## src/rtl/key_move_decoder_pkg.sv

```systemverilog
// Shared definitions for the keyboard-to-movement decoder: parser states,
// PS/2 set-2 scan codes used by the game, and the direction type.
package key_move_decoder_pkg;

  typedef enum logic [1:0] {
    IDLE    = 2'd0,
    EXT     = 2'd1,
    BRK     = 2'd2,
    EXT_BRK = 2'd3
  } parser_state_t;

  typedef enum logic {
    LEFT  = 1'b0,
    RIGHT = 1'b1
  } dir_t;

  localparam logic [7:0] SC_EXT   = 8'hE0;
  localparam logic [7:0] SC_BRK   = 8'hF0;
  localparam logic [7:0] SC_TOM_L = 8'h6B;
  localparam logic [7:0] SC_TOM_R = 8'h74;
  localparam logic [7:0] SC_TOM_J = 8'h75;
  localparam logic [7:0] SC_JER_L = 8'h1C;
  localparam logic [7:0] SC_JER_R = 8'h23;
  localparam logic [7:0] SC_JER_J = 8'h1D;

endpackage

```

## src/rtl/key_move_decoder_key_state.sv

```systemverilog
// Per-player held-key tracking, left/right arbitration by most recent make,
// and a minimum-width jump stretcher; outputs are registered and gated.
module player_key_state
  import key_move_decoder_pkg::*;
#(
  parameter int JUMP_MIN_CYCLES = 1_000_000
) (
  input  logic clk,
  input  logic rst,
  input  logic make_l,
  input  logic brk_l,
  input  logic make_r,
  input  logic brk_r,
  input  logic make_j,
  input  logic brk_j,
  input  logic game_active,
  output logic left,
  output logic right,
  output logic jump
);

  localparam int CW = $clog2(JUMP_MIN_CYCLES + 1);

  logic          held_l, held_r, held_j;
  logic          held_l_n, held_r_n, held_j_n;
  dir_t          last_dir, last_dir_n;
  logic [CW-1:0] jump_cnt, jump_cnt_n;
  logic          left_n, right_n, jump_n;

  // Outputs are computed from the post-event state so a change shows up
  // one cycle after the strobe, not two.
  always_comb begin
    held_l_n   = held_l;
    held_r_n   = held_r;
    held_j_n   = held_j;
    last_dir_n = last_dir;
    jump_cnt_n = jump_cnt;

    if (make_l)     held_l_n = 1'b1;
    else if (brk_l) held_l_n = 1'b0;
    if (make_r)     held_r_n = 1'b1;
    else if (brk_r) held_r_n = 1'b0;
    if (make_j)     held_j_n = 1'b1;
    else if (brk_j) held_j_n = 1'b0;

    if (make_l)      last_dir_n = LEFT;
    else if (make_r) last_dir_n = RIGHT;

    if (make_j)                jump_cnt_n = CW'(JUMP_MIN_CYCLES);
    else if (jump_cnt != '0)   jump_cnt_n = jump_cnt - CW'(1);

    left_n  = held_l_n && (!held_r_n || last_dir_n == LEFT);
    right_n = held_r_n && (!held_l_n || last_dir_n == RIGHT);
    jump_n  = held_j_n || (jump_cnt_n != '0);
  end

  always_ff @(posedge clk) begin
    if (rst) begin
      held_l   <= 1'b0;
      held_r   <= 1'b0;
      held_j   <= 1'b0;
      last_dir <= LEFT;
      jump_cnt <= '0;
      left     <= 1'b0;
      right    <= 1'b0;
      jump     <= 1'b0;
    end else begin
      held_l   <= held_l_n;
      held_r   <= held_r_n;
      held_j   <= held_j_n;
      last_dir <= last_dir_n;
      jump_cnt <= jump_cnt_n;
      left     <= left_n  & game_active;
      right    <= right_n & game_active;
      jump     <= jump_n  & game_active;
    end
  end

endmodule

```

## src/rtl/key_move_decoder.sv

```systemverilog
// PS/2 set-2 scan-byte parser feeding two player key-state blocks:
// Tom on extended arrow keys, Jerry on plain W/A/D.
module key_move_decoder
  import key_move_decoder_pkg::*;
#(
  parameter int JUMP_MIN_CYCLES = 1_000_000,
  parameter int PREFIX_TIMEOUT  = 2_000_000
) (
  input  logic       clk,
  input  logic       rst,
  input  logic [7:0] scan_code,
  input  logic       scan_valid,
  input  logic       game_active,
  output logic       tom_left,
  output logic       tom_right,
  output logic       tom_jump,
  output logic       jerry_left,
  output logic       jerry_right,
  output logic       jerry_jump
);

  localparam int TW = $clog2(PREFIX_TIMEOUT + 1);

  parser_state_t state, state_n;
  logic [TW-1:0] timer, timer_n;
  logic          ev_make, ev_brk, ev_ext;

  // A stalled prefix (lost byte) times out back to IDLE without a key event;
  // a byte arriving on the timeout cycle is still parsed in the prefix state.
  always_comb begin
    state_n = state;
    timer_n = timer;
    ev_make = 1'b0;
    ev_brk  = 1'b0;
    ev_ext  = 1'b0;
    if (scan_valid) begin
      timer_n = '0;
      case (state)
        IDLE: begin
          if (scan_code == SC_EXT)      state_n = EXT;
          else if (scan_code == SC_BRK) state_n = BRK;
          else                          ev_make = 1'b1;
        end
        EXT: begin
          if (scan_code == SC_BRK) begin
            state_n = EXT_BRK;
          end else begin
            ev_make = 1'b1;
            ev_ext  = 1'b1;
            state_n = IDLE;
          end
        end
        BRK: begin
          ev_brk  = 1'b1;
          state_n = IDLE;
        end
        EXT_BRK: begin
          ev_brk  = 1'b1;
          ev_ext  = 1'b1;
          state_n = IDLE;
        end
        default: state_n = IDLE;
      endcase
    end else if (state != IDLE) begin
      if (timer == TW'(PREFIX_TIMEOUT - 1)) begin
        state_n = IDLE;
        timer_n = '0;
      end else begin
        timer_n = timer + TW'(1);
      end
    end else begin
      timer_n = '0;
    end
  end

  always_ff @(posedge clk) begin
    if (rst) begin
      state <= IDLE;
      timer <= '0;
    end else begin
      state <= state_n;
      timer <= timer_n;
    end
  end

  logic tom_ev, jer_ev;
  assign tom_ev = ev_ext;
  assign jer_ev = !ev_ext;

  player_key_state #(.JUMP_MIN_CYCLES(JUMP_MIN_CYCLES)) u_tom (
    .clk         (clk),
    .rst         (rst),
    .make_l      (ev_make && tom_ev && scan_code == SC_TOM_L),
    .brk_l       (ev_brk  && tom_ev && scan_code == SC_TOM_L),
    .make_r      (ev_make && tom_ev && scan_code == SC_TOM_R),
    .brk_r       (ev_brk  && tom_ev && scan_code == SC_TOM_R),
    .make_j      (ev_make && tom_ev && scan_code == SC_TOM_J),
    .brk_j       (ev_brk  && tom_ev && scan_code == SC_TOM_J),
    .game_active (game_active),
    .left        (tom_left),
    .right       (tom_right),
    .jump        (tom_jump)
  );

  player_key_state #(.JUMP_MIN_CYCLES(JUMP_MIN_CYCLES)) u_jerry (
    .clk         (clk),
    .rst         (rst),
    .make_l      (ev_make && jer_ev && scan_code == SC_JER_L),
    .brk_l       (ev_brk  && jer_ev && scan_code == SC_JER_L),
    .make_r      (ev_make && jer_ev && scan_code == SC_JER_R),
    .brk_r       (ev_brk  && jer_ev && scan_code == SC_JER_R),
    .make_j      (ev_make && jer_ev && scan_code == SC_JER_J),
    .brk_j       (ev_brk  && jer_ev && scan_code == SC_JER_J),
    .game_active (game_active),
    .left        (jerry_left),
    .right       (jerry_right),
    .jump        (jerry_jump)
  );

endmodule

```

## config.mk

```make
export PLATFORM = sky130hd
export DESIGN_NAME = key_move_decoder
export DESIGN_NICKNAME = d
export VERILOG_FILES = /design/src/rtl/key_move_decoder_pkg.sv /design/src/rtl/key_move_decoder_key_state.sv /design/src/rtl/key_move_decoder.sv
export SDC_FILE = /design/constraint.sdc
export NUM_CORES = 1
export LEC_CHECK = 0
export ABC_AREA = 1
export BUFFER_PORTS_ARGS = -buffer_cell sky130_fd_sc_hd__buf_2
export CAP_MARGIN = 20
export CORE_ASPECT_RATIO = 1.5
export CORE_MARGIN = 2
export CORE_UTILIZATION = 45
export CTS_CLUSTER_DIAMETER = 30
export DETAILED_ROUTE_END_ITERATION = 6
export PLACE_DENSITY_LB_ADDON = 0.2
export SLEW_MARGIN = 10
export SYNTH_ARGS = -nofsm -noshare
export SYNTH_HDL_FRONTEND = slang
export SYNTH_HIERARCHICAL = 1
export SYNTH_SLANG_ARGS = --single-unit
```

## constraint.sdc

```tcl
create_clock -name clk -period 3.75 [get_ports clk]
set_input_delay 0.1875 -clock clk [delete_from_list [all_inputs] [get_ports clk]]
set_output_delay 0.1875 -clock clk [all_outputs]
set_load 0.02 [all_outputs]
```

# After elaboration in Yosys (flattened, before gate mapping)
# Index checks and enable logic that the tools add are counted.
# totals
regBits	77
latchBits	0
ramBits	0
romBits	0
input_bits	12
out_inout_bits	6
word_cells	120
mem_count	0
# classes
n_addsub	3
multipliers	0
div_mod_pow	0
magnitude_cmp	0
n_eq_ne	13
shifts	0
mux	35
n_bitwise	9
reduce_logical	42
# op_table
op	n
20-bit 2-to-1 mux	4
20-bit nonzero test	4
20-bit by 1-bit subtractor with 20-bit output, second input constant	2
8-bit by 7-bit == test with 1-bit output, second input constant	3
1-bit 2-to-1 mux	22
21-bit by 1-bit adder with 21-bit output, second input constant	1
21-bit == test, second input constant	1
1-bit logical AND	20
8-bit by 5-bit == test with 1-bit output, second input constant	2
8-bit == test, second input constant	2
2-bit 2-to-1 mux	6
8-bit by 6-bit == test with 1-bit output, second input constant	1
1-bit AND	6
1-bit logical OR	6
2-bit one-hot mux with 3 select lines	1
2-bit nonzero test	3
1-bit logical NOT	5
2-bit == test, second input constant	2
4-bit inequality test, second input constant	1
1-bit one-hot mux with 2 select lines	2
4-bit OR reduction	1
1-bit NOT	3
3-bit AND reduction	1
2-bit by 1-bit == test with 1-bit output, second input constant	1
other kinds (2)	2

# Depth between registers and ports, before layout
# Gate-level depths: netlist of the first run.
# depth
word_depth	13
ltp_mapped	14

# Hierarchy
# Netlist of the first run, hierarchy kept.
# modules_own_cells
module	instances	cells_each	area_each_um2	seq_area_each_um2
player_key_state	2	246	1599.0	540.5
key_move_decoder	1	234	1438.9	460.4

# Worst setup path before layout of the first run
# Ideal clock, no wire load.
# synth_path
path_kind	reg-to-reg
from	register state[1]
to	register u_jerry.jump
arrival_ns	1.619
slack_ns	2.017
stages_incl_launch_ff	12
path_buffers	1
path_cell_list	dfxtp_1 > nor2_1 > nand4_1 > nor2_1 > inv_1 > buf_2 > nand3_1 > nand2_1 > nor2_1 > nand3_1 > nor2_1 > nor2_1
# synth_between
elab_chain_cells	10
word_cells_on_any_way	22
classes_between	3 x eq/ne; 9 x mux; 1 x bitwise; 9 x reduce/logical
# synth_lines
item	line	text
from (decl)	key_move_decoder.sv:24	parser_state_t state, state_n;
from (signal assigned)	key_move_decoder.sv:81	state <= state_n;
2-bit == test / 2-bit by 1-bit == test with 1-bit output (equally long branches)	key_move_decoder.sv:38	case (state)
1-bit one-hot mux with 2 select lines / 2-bit OR reduction (equally long branches)	-	
1-bit 2-to-1 mux (on tied branches)	key_move_decoder.sv:36, key_move_decoder.sv:38	
1-bit logical NOT / 1-bit 2-to-1 mux (equally long branches)	key_move_decoder.sv:88, key_move_decoder.sv:36	
1-bit logical AND (on tied branches) (2 in series)	key_move_decoder.sv:112, key_move_decoder.sv:113	
20-bit 2-to-1 mux / 1-bit 2-to-1 mux (equally long branches)	key_move_decoder_key_state.sv:49, key_move_decoder_key_state.sv:44	
20-bit nonzero test / 1-bit 2-to-1 mux (equally long branches)	key_move_decoder_key_state.sv:54, key_move_decoder_key_state.sv:43	
1-bit logical OR (*)	key_move_decoder_key_state.sv:54	jump_n = held_j_n || (jump_cnt_n != '0);
1-bit AND (*)	key_move_decoder_key_state.sv:75	jump <= jump_n & game_active;
to (signal assigned)	key_move_decoder_key_state.sv:75	
to (decl)	key_move_decoder_key_state.sv:19	output logic jump
# Every way passes the cells marked *; elsewhere a longest branch is shown, timed or not.
# A chain may end at the register's enable or synchronous reset.

# Final worst setup path of the first run
# Same ends and word-level chain as after synthesis.

==> metrics.cfg, run 1 <==
[sta]
hold_viol_final = 0
fin_hold_ws_ns = 0.195
relSlewSlack = 0.343
worst_slew_pin_slew_ns = 0.986
finalCriticalPeriod_ns = 2.41
setup-violations-final = 0
rsz0062_at_grt = false
tns_ns = 0
fmax_mhz = 415
post-route-period-util = 0.642
clock_skew_ns = 0.00445
maxSlewViolCount = 0

[cts]
clk-insertion-delay-late_ns = 0.34
htree_levels = 3
clkSlewWorstSetupHoldPaths_ns = 0.07
cts_tree = done
cts_sinks = 77
cts_buffers = 9
clockBufferDepth = 2
post_cts_resize_count = 0
postCtsHoldBufs = 0
post-cts-setup-buffers = 0
clock-root-buffer = clkbuf_16

[place]
place_area_um2 = 4780
dpl.hpwl_mm = 8.87
place_inst = 846
port_buffers = 17
routabilityCongestion = 0.914

[synthesis]
netlist_area_um2 = 4640
netlist.area_leader.share = 0.332
synth_common_cells = nand2_1, nor2_1, nand3_1
ys_ff_latch = 77
synth_top_family_by_area = simple AND/OR/NAND/NOR gates
synth_edf_count = 0
syn_area_per_cell_um2 = 6.39
synth_compound_area_frac = 0.0475
synthXorXnorAreaFrac = 0.0340
synthSimpleGateAreaFrac = 0.496
synth_seq_area_share = 0.332
syn_inst = 726
ys.flop_type = dfxtp_1
syn_nets = 743
yosys_warnings = 6
synth_fa_ha_area_frac = 0.0135
ys_async_sr_fraction = 0
yosysMostFrequentCell = nand2_1
synth.largest_area_cell = dfxtp_1
synth.area.top_cells = dfxtp_1, nand2_1, nor2_1, nand3_1, inv_1
synthMuxAreaShare = 0
synthDistinctLibCells = 30

[power_and_ir_drop]
power.leakage_uw = 0.00223
power_density_nw_per_um2 = 1030
vdd_drop_max_uv = 367
total_power_uw = 5230

[global_routing]
grt_max_degree = 54
antenna_found_initial = 0
grt_pass1_wl_mm = 19.6
met1_usage = 0.235
grt_pass1_vias = 4420
overflow = 0
grt_usage = 0.223
grt_util_met2 = 0.396
grtUsageMet3 = 0.0464
top_usage_layer = met2

[die]
core_area_um2 = 10100
die_x_um = 86.9
start_util = 0.460
dieArea_um2 = 11100
placementRows = 45
die_y_um = 128
ioPinCount = 18

[layout]
design_area_um2 = 5080
nNetsFinal = 757
areaGrowthSynthToFinish_pct = 9.61
fin_cells = 862
final_layout_size_suffix_gt1_frac = 0.107
antennaDiodeCount = 0

[routing]
drc = 0
drt_first_pass_iters = 7
final_antenna_net_count = 0
via_per_inst = 5.33
wl_per_cell_um = 13.5
wl_mm = 11.6
num_vias = 4591
drtIter0Drc = 254

[worst_hold_path]
holdPathStages = 3
worstHoldEndpoint = state[0]$_SDFFE_PP0P_
min_path_type = primary input to flop
min_from = scan_valid

[worst_setup_path]
crit_path_max_fanout = 21
worstSetupPathType = flop to flop
crit_required_ns = 3.99
r2r_cells = 10
worst_setup_path_start_kind = flop
cp-end-kind = flop
worstReg2RegEnd = u_jerry/jump$_SDFF_PP0_
arrival_ns = 2.65
rr_startpoint = state[1]$_SDFFE_PP0P_
rrSetupSlack_ns = 1.34

[job]
drv_cap = 0

[status]
status = completed

power by group:
group	internal (uW)	leakage (uW)	switching, uW
Sequential	1030	0.000627	227
Clock	473	0.000148	402
Combinational	1040	0.00146	2060
Total	2540	0.00223	2690
cells in the final DEF, fill, tap and decap left out, drive strengths merged, types with 4 or more instances in the layout:
cell type / count
nor3: 18
dfxtp: 77
and2: 4
ha: 5
buf: 17
clkbuf: 9
xor2: 13
nand3: 87
nand4: 16
nor2: 177
a21oi: 37
xnor2: 5
inv: 78
o21ai: 7
nand2: 174
nand3b: 14
cell type report:
type / instances / area (um^2)
clock buffer: 9 / 225
clock inverter: 7 / 73.8
fill: 1024 / 5000
inverter: 72 / 270
multi-input combinational: 563 / 2740
sequential: 77 / 1540
tap: 117 / 146
timing repair buffer: 17 / 85.1
registers in the layout (all words and copies together), names as in the netlist:
name / count
timer: 21
u_jerry/jump_cnt: 20
u_tom/jump_cnt: 20
state: 2
u_jerry/held_j: 1
u_jerry/held_l: 1
u_jerry/held_r: 1
u_jerry/jump: 1
u_jerry/last_dir: 1
u_jerry/left: 1
u_jerry/right: 1
u_tom/held_j: 1
u_tom/held_l: 1
u_tom/held_r: 1
u_tom/jump: 1
u_tom/last_dir: 1
u_tom/left: 1
u_tom/right: 1
worst max path at each step:
stage / from / to / slack [ns] / cells after the start
finish: state[1]$_SDFFE_PP0P_ / u_jerry/jump$_SDFF_PP0_ / 1.34 / 10
global route: state[1]$_SDFFE_PP0P_ / u_jerry/jump$_SDFF_PP0_ / 1.14 / 10
CTS: state[1]$_SDFFE_PP0P_ / u_jerry/jump$_SDFF_PP0_ / 1.41 / 10
detailed placement: scan_code[4] / u_tom/jump$_SDFF_PP0_ / 1.37 / 12
global placement: scan_code[2] / u_tom/jump$_SDFF_PP0_ / 1.45 / 12
floorplan: state[1]$_SDFFE_PP0P_ / u_jerry/jump$_SDFF_PP0_ / 2.02 / 11
critical path, stage by stage (launching register included):
cell     delay [ns]
dfxtp_1        0.35
nor2_1         0.27
nand4_1        0.19
nor2_1         0.28
inv_1          0.38
nand3_1        0.23
nand3_1        0.09
nor2_1         0.22
nand3_1        0.12
nor2_1         0.11
nor2_1         0.05
cells by family (layout without fill, tap and decap cells):
group                    after synthesis  count (layout)
AND/OR/NAND/NOR                      496             496
buffers and inverters                 86             105
flip-flops                            77              77
AO/OA/AOI/OAI                         44              44
XOR/XNOR                              18              18
adder cells (fa/ha/maj)                5               5
layer usage:
metal | routed length (um) | vias to the layer above | share of wire
met1 | 4560 | 2089 | 0.39
li1 | - | 2355 | -
met5 | 0 | - | 0
met2 | 6060 | 101 | 0.52
met4 | 609 | 0 | 0.052
met3 | 392 | 46 | 0.034
through the flow:
stage / util / setup WS (ns)
floorplan: - / 2.02
global placement: 0.475 / 1.45
detailed placement: 0.475 / 1.37
CTS: 0.504 / 1.41
global route: 0.504 / 1.14
finish: 0.504 / 1.34
Note: power is estimated with default switching activity, not from simulation.
==> run 2: changes to the inputs <==
==> constraint.sdc (replaced) <==
create_clock -name clk -period 1.97 [get_ports clk]
set_input_delay 0.0985 -clock clk [delete_from_list [all_inputs] [get_ports clk]]
set_output_delay 0.0985 -clock clk [all_outputs]
set_load 0.02 [all_outputs]
==> metrics.cfg, run 2 (synthesized netlist as in run 1, its figures left out) <==
[global_routing]
grt_max_degree = 53
grt_usage = 0.225
overflow = 0
grt_pass1_vias = 4564
grt_pass1_wl_mm = 20.1
antenna_found_initial = 0

[cts]
cts_buffers = 9
htree_levels = 3
cts_tree = done
clk-insertion-delay-late_ns = 0.34
clockBufferDepth = 2
cts_sinks = 77
clkSlewWorstSetupHoldPaths_ns = 0.06
clock-root-buffer = clkbuf_16
postCtsHoldBufs = 0

[sta]
hold_viol_final = 0
relSlewSlack = 0.624
maxSlewViolCount = 0
fmax_mhz = 538
clock_skew_ns = 0.00341
worst_slew_pin_slew_ns = 0.564
tns_ns = 0
post-route-period-util = 0.944
finalCriticalPeriod_ns = 1.86
setup-violations-final = 0

[worst_setup_path]
arrival_ns = 2.08
worst_setup_path_start_kind = flop
crit_required_ns = 2.19
r2r_cells = 12
crit_path_max_fanout = 8
rrSetupSlack_ns = 0.11
worstSetupPathType = flop to flop
cp-end-kind = flop

[layout]
mostFrequentLayoutCells = nand2_1, nor2_1, nand3_1, dfxtp_1, inv_1
top_regs = timer x21, u_jerry/jump_cnt x20, u_tom/jump_cnt x20
seq_area_um2 = 1540
layout_commonest_cell = nand2_1
largest_reg_flops = 21
fin_cells = 888
multi_input_area_um2 = 2810
nNetsFinal = 784
largest-register = timer
areaGrowthSynthToFinish_pct = 16.3
final_layout_size_suffix_gt1_frac = 0.156
antennaDiodeCount = 0
fill_cells = 990

[routing]
final_antenna_net_count = 0
drt_first_pass_iters = 5
drc = 0
num_vias = 4757
drtIter0Drc = 192
via_per_inst = 5.36
wl_per_cell_um = 13.6
wl_mm = 12.1

[power_and_ir_drop]
vdd_drop_max_uv = 737
power_density_nw_per_um2 = 1980
power.leakage_uw = 0.00238

[die]
start_util = 0.460
core_area_um2 = 10100
die_x_um = 86.9
die_y_um = 128
placementRows = 45
ioPinCount = 18
dieArea_um2 = 11100

[place]
dpl.hpwl_mm = 9.10
port_buffers = 17
routabilityCongestion = 0.914
place_inst = 869

[worst_hold_path]
min_path_type = primary input to flop
holdPathStages = 3

[job]
drv_cap = 0

[status]
status = completed

## run 2: per-layer routing
metal,vias to the layer above,wire [um],global-route usage
li1,2419,-,-
met1,2210,4670,0.230
met2,91,6540,0.419
met3,37,353,0.0425
met4,0,521,0.123
met5,-,0,0
## run 2: stage by stage
stage | area [um^2] | utilization | power [uW] | worst slack (ns) | hold WS [ns]
final | 5390 | 0.535 | 10700 | 0.110 | 0.0735
after detailed placement | 4990 | 0.495 | 8480 | -0.0426 | 0.424
after floorplan | 4640 | - | 7000 | 0.237 | 0.168
after global routing | 5390 | 0.535 | 11700 | -0.0326 | 0.103
after global placement | 4990 | 0.495 | 8400 | 0.0277 | 0.412
after CTS | 5280 | 0.524 | 10200 | 0.00112 | 0.0734
## run 2: power breakdown
group	leakage, uW	internal, uW	switching (uW)
clock network	0.000139	979	659
logic	0.00161	2480	4160
registers	0.000627	1960	451
total	0.00238	5420	5270
## run 2: final cells by class
cell class,count,share of cell area
clock buffer,10,0.0425
clock inverter,5,0.0111
inverter,72,0.0501
multi-input combinational,564,0.521
sequential,77,0.286
tap,117,0.0272
timing repair buffer,43,0.0613
## run 2: worst max-delay path: stages (launching register included)
cell	delay, ns
dfxtp_2	0.33
inv_1	0.14
ha_2	0.24
nand2_2	0.08
nor2_4	0.13
buf_4	0.15
nand3_4	0.13
nand2_2	0.13
nand3_1	0.08
nor2_1	0.11
nand3_1	0.08
nor2_1	0.11
nor2_1	0.04
## run 2: worst paths after layout
check / startpoint / to
setup / recovery: u_tom/jump_cnt[0]$_SDFF_PP0_ / u_tom/jump$_SDFF_PP0_
hold / removal: game_active / u_jerry/jump$_SDFF_PP0_
setup reg to reg: u_tom/jump_cnt[0]$_SDFF_PP0_ / u_tom/jump$_SDFF_PP0_
hold reg to reg: u_tom/held_j$_SDFF_PP0_ / u_tom/held_j$_SDFF_PP0_
## run 2: repair_timing
action / CTS / global route
setup buffers: 0 / 3
resized for setup: 0 / 19
endpoints found under the setup margin: 0 / 2
==> run 3: changes to the inputs <==
--- a/config.mk
+++ b/config.mk
@@ -9,7 +9,7 @@
 export BUFFER_PORTS_ARGS = -buffer_cell sky130_fd_sc_hd__buf_2
 export CAP_MARGIN = 20
 export CORE_ASPECT_RATIO = 1.5
-export CORE_MARGIN = 2
+export CORE_MARGIN = 3
 export CORE_UTILIZATION = 45
 export CTS_CLUSTER_DIAMETER = 30
 export DETAILED_ROUTE_END_ITERATION = 6
==> constraint.sdc (replaced) <==
create_clock -name clk -period 1.75 [get_ports clk]
set_input_delay 0.0875 -clock clk [delete_from_list [all_inputs] [get_ports clk]]
set_output_delay 0.0875 -clock clk [all_outputs]
set_load 0.02 [all_outputs]
==> metrics.cfg, run 3 (synthesized netlist as in run 1, its figures left out) <==
[routing]
num_vias = 5285
route.met3.wl_um = 509
wl_per_cell_um = 14.3
via_per_inst = 5.37
wl_mm = 14.0
drtIter0Drc = 285
drc = 0
drt-met1-wl_mm = 5.27
met2_length_mm = 7.46
final_antenna_net_count = 0
highest-signal-layer = met4
drt_first_pass_iters = 5

[sta]
setup-violations-final = 2
maxSlewViolCount = 0
hold_viol_final = 0
clock_skew_ns = 0.00514
fmax_mhz = 532
worst_slew_pin_slew_ns = 0.479
fin_hold_ws_ns = 0.0642
finalCriticalPeriod_ns = 1.88
rsz0062_at_grt = true
relSlewSlack = 0.681
post-route-period-util = 1.07
worst_slack_ns = -0.129

[die]
die_x_um = 88.9
ioPinCount = 18
placementRows = 44
die_y_um = 130
core_area_um2 = 9850
start_util = 0.471
dieArea_um2 = 11600

[layout]
top_regs = timer x21, u_jerry/jump_cnt x20, u_tom/jump_cnt x20
layout_commonest_cell = nand2_1
mostFrequentLayoutCells = nand2_1, nor2_1, buf_4, inv_1, dfxtp_1
nNetsFinal = 881
final_layout_size_suffix_gt1_frac = 0.335
antennaDiodeCount = 0
largest_reg_flops = 21
areaGrowthSynthToFinish_pct = 41.1
design_area_um2 = 6540
largest-register = timer

[worst_setup_path]
worst_setup_path_start_kind = flop
crit_path_max_fanout = 6
arrival_ns = 2.10
crit_required_ns = 1.97
rrSetupSlack_ns = -0.13
cp-end-kind = flop
rr_startpoint = u_jerry/jump_cnt[7]$_SDFF_PP0_
worstReg2RegEnd = u_jerry/jump$_SDFF_PP0_
worstSetupPathType = flop to flop
r2r_cells = 11

[place]
dpl.hpwl_mm = 9.81
place_area_um2 = 5590
routabilityCongestion = 1.00
post-place-ws_ns = -0.291
port_buffers = 17

[worst_hold_path]
holdPathStages = 2
worstHoldEndpoint = u_jerry/held_l$_SDFF_PP0_
min_from = rst
min_path_type = primary input to flop

[global_routing]
antenna_found_initial = 0
grt_max_degree = 45
grt_usage = 0.241
grt_pass1_wl_mm = 22.1
overflow = 0
grt_pass1_vias = 5099

[cts]
postCtsHoldBufs = 0
htree_levels = 3
clockBufferDepth = 2
clkSlewWorstSetupHoldPaths_ns = 0.06
cts_tree = done
cts_sinks = 77
clock-root-buffer = clkbuf_16
cts_buffers = 9
clk-insertion-delay-late_ns = 0.34

[power_and_ir_drop]
power.leakage_uw = 0.00296
vdd_drop_max_uv = 1240
total_power_uw = 16100
power_density_nw_per_um2 = 2450

[status]
status = finished, violations left
violations = setup timing

[job]
drv_cap = 0

[run 3: cell types whose count changed in the layout (fill, tap and decap cells not counted), sizes merged]
cell,previous run,this run
inv,73,74
buf,43,139
clkbuf,10,11
[run 3: worst max path at each step]
stage / start / to / cells past startpoint
global route: u_jerry/jump_cnt[7]$_SDFF_PP0_ / u_jerry/jump$_SDFF_PP0_ / 11
floorplan: state[1]$_SDFFE_PP0P_ / u_jerry/jump$_SDFF_PP0_ / 11
finish: u_jerry/jump_cnt[7]$_SDFF_PP0_ / u_jerry/jump$_SDFF_PP0_ / 11
CTS: u_tom/jump_cnt[1]$_SDFF_PP0_ / u_tom/jump$_SDFF_PP0_ / 11
global placement: u_jerry/jump_cnt[1]$_SDFF_PP0_ / u_jerry/jump$_SDFF_PP0_ / 11
detailed placement: scan_code[2] / u_jerry/jump$_SDFF_PP0_ / 16
[run 3: stage by stage]
stage / utilization / instances / setup TNS, ns
6_report: 0.664 / 984 / -0.199
5_1_grt: 0.664 / 984 / -0.333
4_1_cts: 0.618 / 971 / 0
3_5_place_dp: 0.567 / 947 / -0.446
3_3_place_gp: 0.567 / 947 / -0.361
2_1_floorplan: - / 726 / 0
[run 3: critical path: stages, from the launching register on]
cell and delay, ns:
dfxtp_2 0.35, nor2_4 0.16, nand2_4 0.10, nor2_4 0.14, nand3_4 0.13, buf_12 0.16
a21oi_4 0.18, nand3_2 0.11, nor2_2 0.12, nand3_1 0.08, nor2_1 0.16, nor2_1 0.07
[run 3: repair_timing]
action / CTS / global route
endpoints found under the hold margin: 0 / 0
gates resized for setup: 35 / 89
endpoints found under the setup margin: 2 / 4
cloned: 1 / 1
buffers inserted: 7 / 12
pin swaps: 13 / 35
[run 3: power by group]
group / internal, uW / total [uW] / switching, uW
Combinational: 5160 / 11400 / 6200
Clock: 1150 / 1920 / 765
Sequential: 2240 / 2770 / 531
Total: 8550 / 16100 / 7500
[run 3: per-layer routing]
layer  vias to the layer above  GRT usage
li1                       2601          -
met1                      2457      0.248
met2                       162      0.449
met3                        65     0.0259
met4                         0      0.153
met5                         -          0
[run 3: area by class of cell]
class                   count  area [um^2]
inverters                  72          275
clock buffers              10          239
repair buffers            140         1100
multi-input cells         564         3160
well taps                 115          144
flip-flops and latches     77         1560
clock inverters             6         68.8
fillers                   810         3310
